[config.mk]
export PLATFORM = sky130hd
export DESIGN_NAME = step_counter
export DESIGN_NICKNAME = d
export VERILOG_FILES = /design/src/rtl/step_counter_pkg.sv /design/src/rtl/step_counter_next.sv /design/src/rtl/step_counter.sv
export SDC_FILE = /design/constraint.sdc
export NUM_CORES = 1
export LEC_CHECK = 0
export BUFFER_PORTS_ARGS = -buffer_cell sky130_fd_sc_hd__buf_2
export CAP_MARGIN = 40
export CORE_UTILIZATION = 41
export CTS_BUF_LIST = sky130_fd_sc_hd__clkbuf_2 sky130_fd_sc_hd__clkbuf_4 sky130_fd_sc_hd__clkbuf_8
export CTS_CLUSTER_DIAMETER = 150
export DETAILED_ROUTE_END_ITERATION = 8
export SLEW_MARGIN = 20
export SYNTH_ARGS = -nofsm -noshare
export SYNTH_HDL_FRONTEND = slang
export SYNTH_SLANG_ARGS = --single-unit
[constraint.sdc]
create_clock -name CLOCK -period 5.7 [get_ports CLOCK]
set_clock_uncertainty 0.15 [all_clocks]
set_input_delay 0 -clock CLOCK [delete_from_list [all_inputs] [get_ports CLOCK]]
set_output_delay 0 -clock CLOCK [all_outputs]
set_load 0.05 [all_outputs]
[src/rtl/step_counter_pkg.sv]
// Shared types for the step counter: boundary modes and the run/halt FSM encoding.
package step_counter_pkg;

  typedef enum logic [1:0] {
    MODE_WRAP    = 2'd0,
    MODE_SAT     = 2'd1,
    MODE_ONESHOT = 2'd2,
    MODE_RSVD    = 2'd3
  } cnt_mode_t;

  typedef enum logic {
    ST_RUN  = 1'b0,
    ST_HALT = 1'b1
  } cnt_state_t;

  // Modes that pin at the bound instead of wrapping around it.
  function automatic logic mode_clamps(input cnt_mode_t mode);
    return (mode == MODE_SAT) || (mode == MODE_ONESHOT);
  endfunction

endpackage

[src/rtl/step_counter_next.sv]
// Combinational next-count and boundary-event calculation for one count step.
module step_counter_next
  import step_counter_pkg::*;
#(
  parameter int WIDTH  = 32,
  parameter int STEP_W = 4
) (
  input  logic [WIDTH-1:0]  COUNT,
  input  logic [STEP_W-1:0] STEP,
  input  logic [WIDTH-1:0]  LIMIT,
  input  logic              UP,
  input  cnt_mode_t         MODE,
  output logic [WIDTH-1:0]  NEXT,
  output logic              EVENT
);

  logic [WIDTH:0] step_ext;
  logic [WIDTH:0] sum;
  logic [WIDTH:0] diff;
  logic           event_up;
  logic           event_dn;
  logic           clamp;

  // One extra bit so the carry/borrow is visible; the borrow is exactly COUNT < STEP.
  assign step_ext = (WIDTH+1)'(STEP);
  assign sum      = {1'b0, COUNT} + step_ext;
  assign diff     = {1'b0, COUNT} - step_ext;
  assign event_up = (sum > {1'b0, LIMIT});
  assign event_dn = diff[WIDTH];
  assign clamp    = mode_clamps(MODE);

  always_comb begin
    NEXT  = COUNT;
    EVENT = 1'b0;
    if (UP) begin
      EVENT = event_up;
      if (!event_up)  NEXT = sum[WIDTH-1:0];
      else if (clamp) NEXT = LIMIT;
      else            NEXT = '0;
    end else begin
      EVENT = event_dn;
      if (!event_dn)  NEXT = diff[WIDTH-1:0];
      else if (clamp) NEXT = '0;
      else            NEXT = LIMIT;
    end
  end

endmodule

[src/rtl/step_counter.sv]
// Programmable up/down counter with limit, wrap/saturate/one-shot boundary modes,
// terminal-count pulse, sticky overflow flag and a run/halt FSM (DONE = halted).
module step_counter
  import step_counter_pkg::*;
#(
  parameter int               WIDTH     = 32,
  parameter int               STEP_W    = 4,
  parameter logic [WIDTH-1:0] RESET_VAL = '0
) (
  input  logic              CLOCK,
  input  logic              RESET,
  input  logic              ENABLE,
  input  logic              LOAD,
  input  logic [WIDTH-1:0]  DATA,
  input  logic              UP,
  input  logic [STEP_W-1:0] STEP,
  input  logic [WIDTH-1:0]  LIMIT,
  input  logic [1:0]        MODE,
  input  logic              CLEAR,
  output logic [WIDTH-1:0]  COUNT,
  output logic              TC,
  output logic              OVF,
  output logic              DONE
);

  cnt_mode_t        mode;
  cnt_state_t       state_q;
  cnt_state_t       state_d;
  logic [WIDTH-1:0] count_q;
  logic [WIDTH-1:0] count_d;
  logic             tc_q;
  logic             tc_d;
  logic             ovf_q;
  logic             ovf_d;
  logic [WIDTH-1:0] step_next;
  logic             step_event;
  logic             do_load;
  logic             do_count;
  logic             cnt_event;

  assign mode = cnt_mode_t'(MODE);

  step_counter_next #(
    .WIDTH  (WIDTH),
    .STEP_W (STEP_W)
  ) u_next (
    .COUNT (count_q),
    .STEP  (STEP),
    .LIMIT (LIMIT),
    .UP    (UP),
    .MODE  (mode),
    .NEXT  (step_next),
    .EVENT (step_event)
  );

  // ENABLE qualifies both LOAD and counting; a halted counter ignores count steps.
  assign do_load   = ENABLE && LOAD;
  assign do_count  = ENABLE && !LOAD && (state_q == ST_RUN);
  assign cnt_event = do_count && step_event;

  always_comb begin
    state_d = state_q;
    count_d = count_q;
    tc_d    = 1'b0;
    ovf_d   = ovf_q;

    if (do_load) begin
      count_d = DATA;
    end else if (do_count) begin
      count_d = step_next;
      tc_d    = step_event;
    end

    case (state_q)
      ST_RUN: begin
        if (cnt_event && (mode == MODE_ONESHOT)) state_d = ST_HALT;
      end
      ST_HALT: begin
        if (CLEAR || do_load) state_d = ST_RUN;
      end
      default: state_d = ST_RUN;
    endcase

    // An event on the same edge as CLEAR keeps the flag set.
    if (cnt_event)  ovf_d = 1'b1;
    else if (CLEAR) ovf_d = 1'b0;
  end

  always_ff @(posedge CLOCK) begin
    if (RESET) begin
      state_q <= ST_RUN;
      count_q <= RESET_VAL;
      tc_q    <= 1'b0;
      ovf_q   <= 1'b0;
    end else begin
      state_q <= state_d;
      count_q <= count_d;
      tc_q    <= tc_d;
      ovf_q   <= ovf_d;
    end
  end

  assign COUNT = count_q;
  assign TC    = tc_q;
  assign OVF   = ovf_q;
  assign DONE  = (state_q == ST_HALT);

endmodule
Word-level counts from Yosys, hierarchy flattened
Index checks and enable logic that the tools add are counted.
- bits of input ports: 76
- logic and storage cells: 35
- output and inout port bits: 35
- register bits: 35
- bitwise gates (word level): 2
- $lt $le $gt $ge: 1
- eq/ne operators: 2
- add/subtract/negate cells: 2
- multiplexer cells: 13
- reductions and logical operators: 11
- operators by type and width (operator ; count):
    2-to-1 mux 32 bit ; 7
    adder 32 x 4 -> 33 bit ; 1
    > comparator 33 x 32 -> 1 bit ; 1
    subtractor 32 x 4 -> 33 bit ; 1
    logical AND 1 bit ; 5
    2-to-1 mux 1 bit ; 5
    nonzero test 2 bit ; 2
    OR reduction 3 bit ; 1
    == test 2 x 1 -> 1 bit (second input constant) ; 1
    == test 2 bit (second input constant) ; 1
    logical OR 1 bit ; 2
    inverter 1 bit ; 2
    one-hot mux 1 bit (2 select lines) ; 1
    zero test 1 bit ; 1

Depth between registers and ports, before layout
- depth in word-level cells: 7
- gate-level depth with buffers: 20

By module
Synthesis repeated with hierarchy kept, for this count alone.
- cell total of the unflattened synthesis: 627
- area total of the unflattened synthesis: 5059.9 µm²
- by module, submodules not included (module ; sequential area each (µm²) ; instances ; area each (µm²) ; cells each):
    step_counter_next ; 0.0 ; 1 ; 3602.2 ; 507
    step_counter ; 700.7 ; 1 ; 1457.6 ; 120

Worst setup path after synthesis
Ideal clock, no wire load.
- kind: flip-flop to flip-flop
- start point: reg count_q[0] (netlist: COUNT[0])
- end point: reg count_q[7] (netlist: COUNT[7])
- buffers on the path: 3
- cell stages (with the launch flop): 21
- required time: 5.416 ns
- slack: 0.806 ns
- arrival time: 4.610 ns
- cell sequence: dfxtp_1 ha_1 inv_1 fa_1 o21bai_1 o2111ai_1 nor3_1 nand2_1 xnor2_1 ha_1 nand4_1 nor3_1 or3b_1 a41oi_1 o31a_1 buf_2 o21a_1 buf_2 buf_4 mux2i_1 o22ai_1
- cells in the longest elaborated chain, start to end: 6
- elaborated cells between the ends (all ways): 8
- ends and longest elaborated chain (element ; line ; text):
    start: declaration ; step_counter.sv:29 ; logic [WIDTH-1:0] count_q;
    start signal: assignment ; step_counter.sv:97 ; count_q <= count_d;
    adder 32 x 4 -> 33 bit ; step_counter_next.sv:26 ; assign sum = {1'b0, COUNT} + step_ext;
    > comparator 33 x 32 -> 1 bit ; step_counter_next.sv:28 ; assign event_up = (sum > {1'b0, LIMIT});
    2-to-1 mux 32 bit ; step_counter_next.sv:37 ; if (!event_up) NEXT = sum[WIDTH-1:0];
    2-to-1 mux 32 bit * ; step_counter_next.sv:35 ; if (UP) begin
    2-to-1 mux 32 bit * ; step_counter.sv:69 ; end else if (do_count) begin
    2-to-1 mux 32 bit * ; step_counter.sv:67 ; if (do_load) begin
Mark *: on every way between the ends. The rest lies on a longest branch, timed or not. The select of a mux whose other input is x is not followed.
A chain may end at the register's enable or synchronous reset.

Final worst setup path
- start point: reg count_q[0] (netlist: COUNT[0])
- end point: reg count_q[2] (netlist: COUNT[2])
Same word-level chain as after synthesis.

==> impl_metrics.py <==
metrics = {
    "power": {
        "power_mw": 1.15,
        "leakagePower_nw": 2.75,
        "intPower_uw": 628,
        "seq_power_share_pct": 27.8,
        "p_sw_uw": 525,
        "swShare_pct": 45.5,
        "combinationalPowerShare_pct": 50.4,
        "vdd_drop_max_uv": 84.6,
        "p_clk_share_pct": 21.8,
        "power.density_mw_per_mm2": 185,
    },
    "routing": {
        "wl_per_cell_um": 19.2,
        "drt_pre_antenna_iters": 7,
        "viasPerCell": 6.09,
        "drtIter0Drc": 523,
        "postRouteAntennaNets": 0,
        "via_count": 5934,
        "drc": 14,
        "routed_wl_mm": 18.7,
    },
    "die": {
        "coreArea_mm2": 0.0116,
        "pin_count": 111,
        "start_util_pct": 42.4,
        "die_area_mm2": 0.0124,
        "die_w_um": 111,
        "rows": 39,
        "dieHeight_um": 111,
    },
    "global_route": {
        "first_global_vias": 5591,
        "grt_max_degree": 39,
        "grt_pass1_wl_mm": 29.5,
        "grt_overflow_total": 0,
        "antenna_found_initial": 0,
        "grt_usage_pct": 29.9,
    },
    "hold_path": {
        "hold_class": "input pin to flop",
        "worstHoldPathCells": 5,
    },
    "layout": {
        "postLayoutCellArea_mm2": 0.00623,
        "stdcell_count": 974,
        "antennaDiodeCount": 0,
        "syn2layout_area_growth_pct": 26.9,
        "drive_gt1_share_pct": 19.3,
        "final_common_cell": "buf_2",
        "nets": 949,
        "finish.utilization_pct": 53.9,
        "fillers": 1148,
        "layout_common_cells": "110 x buf_2, 69 x nor2_1, 62 x nand2_1",
    },
    "placed_design": {
        "place_ws_ns": 0.498,
        "gp_congestion": 0.938,
        "placed_area_mm2": 0.00547,
        "port_buffers": 110,
        "hpwl_mm": 13.2,
        "dp_cells": 905,
    },
    "clock_tree": {
        "clock_latency_ns": 0.31,
        "cts_tree": "done",
        "root_buffer": "clkbuf_8",
        "h-tree-depth": 2,
        "clock_path_buffers": 2,
        "cts_buffers": 5,
        "path_clk_slew_ns": 0.09,
        "clock_sinks": 35,
    },
    "logic_synthesis": {
        "synth.cell_area_mm2": 0.00491,
        "synthArstFlopShare_pct": 0,
        "ys_ff_latch": 35,
        "yosysWarnings": 0,
        "syn_avg_cell_area_um2": 7.02,
        "synth_top_area_share_pct": 14.3,
        "synth_fp_nets": 818,
        "syn_inst": 699,
        "synth_area_leader_cell": "dfxtp_1",
        "synth_area_leaders": "dfxtp_1 14%, ha_1 10%, nor2_1 5.4%, xnor2_1 5.4%, nand2_1 4.7%",
        "synth_cell_types": 73,
        "ys.flop_type": "dfxtp_1",
        "ys_seq_area_share_pct": 14.3,
        "synth_edf_count": 0,
    },
    "critical_path": {
        "end_kind": "flop",
        "criticalPathCategory": "flop to flop",
        "startpoint_type": "flop",
        "arrival_ns": 5.47,
        "worst_r2r_path_depth": 20,
        "crit_required_ns": 5.80,
        "cp_max_fo": 16,
    },
    "timing": {
        "max_freq_ghz": 0.186,
        "setup_viol": 0,
        "min_period_ns": 5.37,
        "layout_setup_ws_ns": 0.335,
        "maxSlewViolCount": 0,
        "slew_headroom_pct": 45.0,
        "worst_pin_slew_ns": 0.822,
        "tns_ns": 0,
        "hold_ws_ns": 0.00698,
        "finalHoldViolCount": 0,
        "fin_crit_sh_pct": 94.1,
    },
    "flow_run": {
        "max_cap_violations": 0,
    },
    "status": {
        "violations": "DRC",
        "status": "complete, but fails checks",
    },
}
## critical path: stages (launching register included)
cell and delay (ns):
dfxtp_1 0.38, ha_1 0.18, inv_1 0.05, fa_1 0.41, o21bai_2 0.21, o2111ai_4 0.19, nor3_1 0.24, buf_4 0.17
nand2_1 0.07, xnor2_1 0.17, ha_1 0.32, nand4_1 0.14, nor3_1 0.26, or3b_1 0.37, a41oi_1 0.27, o31a_1 0.31
o21ai_2 0.13, buf_4 0.21, or3_1 0.32, a31oi_1 0.17, dlygate4sd3_1 0.58
## layout make-up
class | instances | area (um2) | area share, %
clock buffer | 5 | 68.8 | 1.10
inverter | 44 | 165 | 2.65
sequential | 35 | 701 | 11.2
timing repair buffer | 183 | 1260 | 20.2
tap | 143 | 179 | 2.87
clock inverter | 3 | 47.5 | 0.763
multi-input combinational | 561 | 3810 | 61.1
## per-layer routing
layer	vias up	global-route usage (%)	part of all wire [%]
met4	0	10.8	2.3
met3	33	3.21	6.1
met1	2832	40.3	45
met5	-	0	0
li1	2803	-	-
met2	266	49.2	47
## synthesized netlist by cell type, drive strengths merged, types with 15 or more instances
library cell	number
a31oi	19
inv	44
nand2	62
nor3	19
nand4	15
clkbuf	39
xnor2	30
nor2	71
o22ai	23
o21ai	43
a21oi	35
mux2i	17
or3	17
buf	20
dfxtp	35
ha	41
nand3	31
xor2	19
## worst paths after layout
path,start,to,slack (ns)
max,COUNT[0],COUNT[2],0.33
min,DATA[23],COUNT[23],0.007
max reg2reg,COUNT[0],COUNT[2],0.33
min reg2reg,OVF,OVF,0.35
## power groups by stage
stage	sequential (mW)	clock, mW	combinational (mW)
floorplan	0.357	0	0.343
global placement	0.323	0	0.520
detailed placement	0.323	0	0.527
CTS	0.318	0.256	0.566
global route	0.325	0.264	0.631
finish	0.321	0.252	0.581
## sequential cells by signal, summed over array words and instances (netlist names)
register	cells
TC	1
OVF	1
DONE	1
COUNT	32
## what timing repair did
item,CTS,global route
hold buffers,58,0
buffers inserted,0,2
endpoints found under the setup margin,0,17
resized for setup,0,5
hold endpoints to repair,34,0
## kinds of logic after synthesis
group	count (synthesis)	share of synthesized area, %
muxes	19	3.93
buffers and inverters	103	8.90
and+or+nand+nor	267	28.3
xor gates and xnor gates	49	8.75
AOI/OAI and AO/OA	183	24.6
DFF	35	14.3
adders and majority gates	43	11.3
No activity file was read; power rests on OpenSTA's default activity.
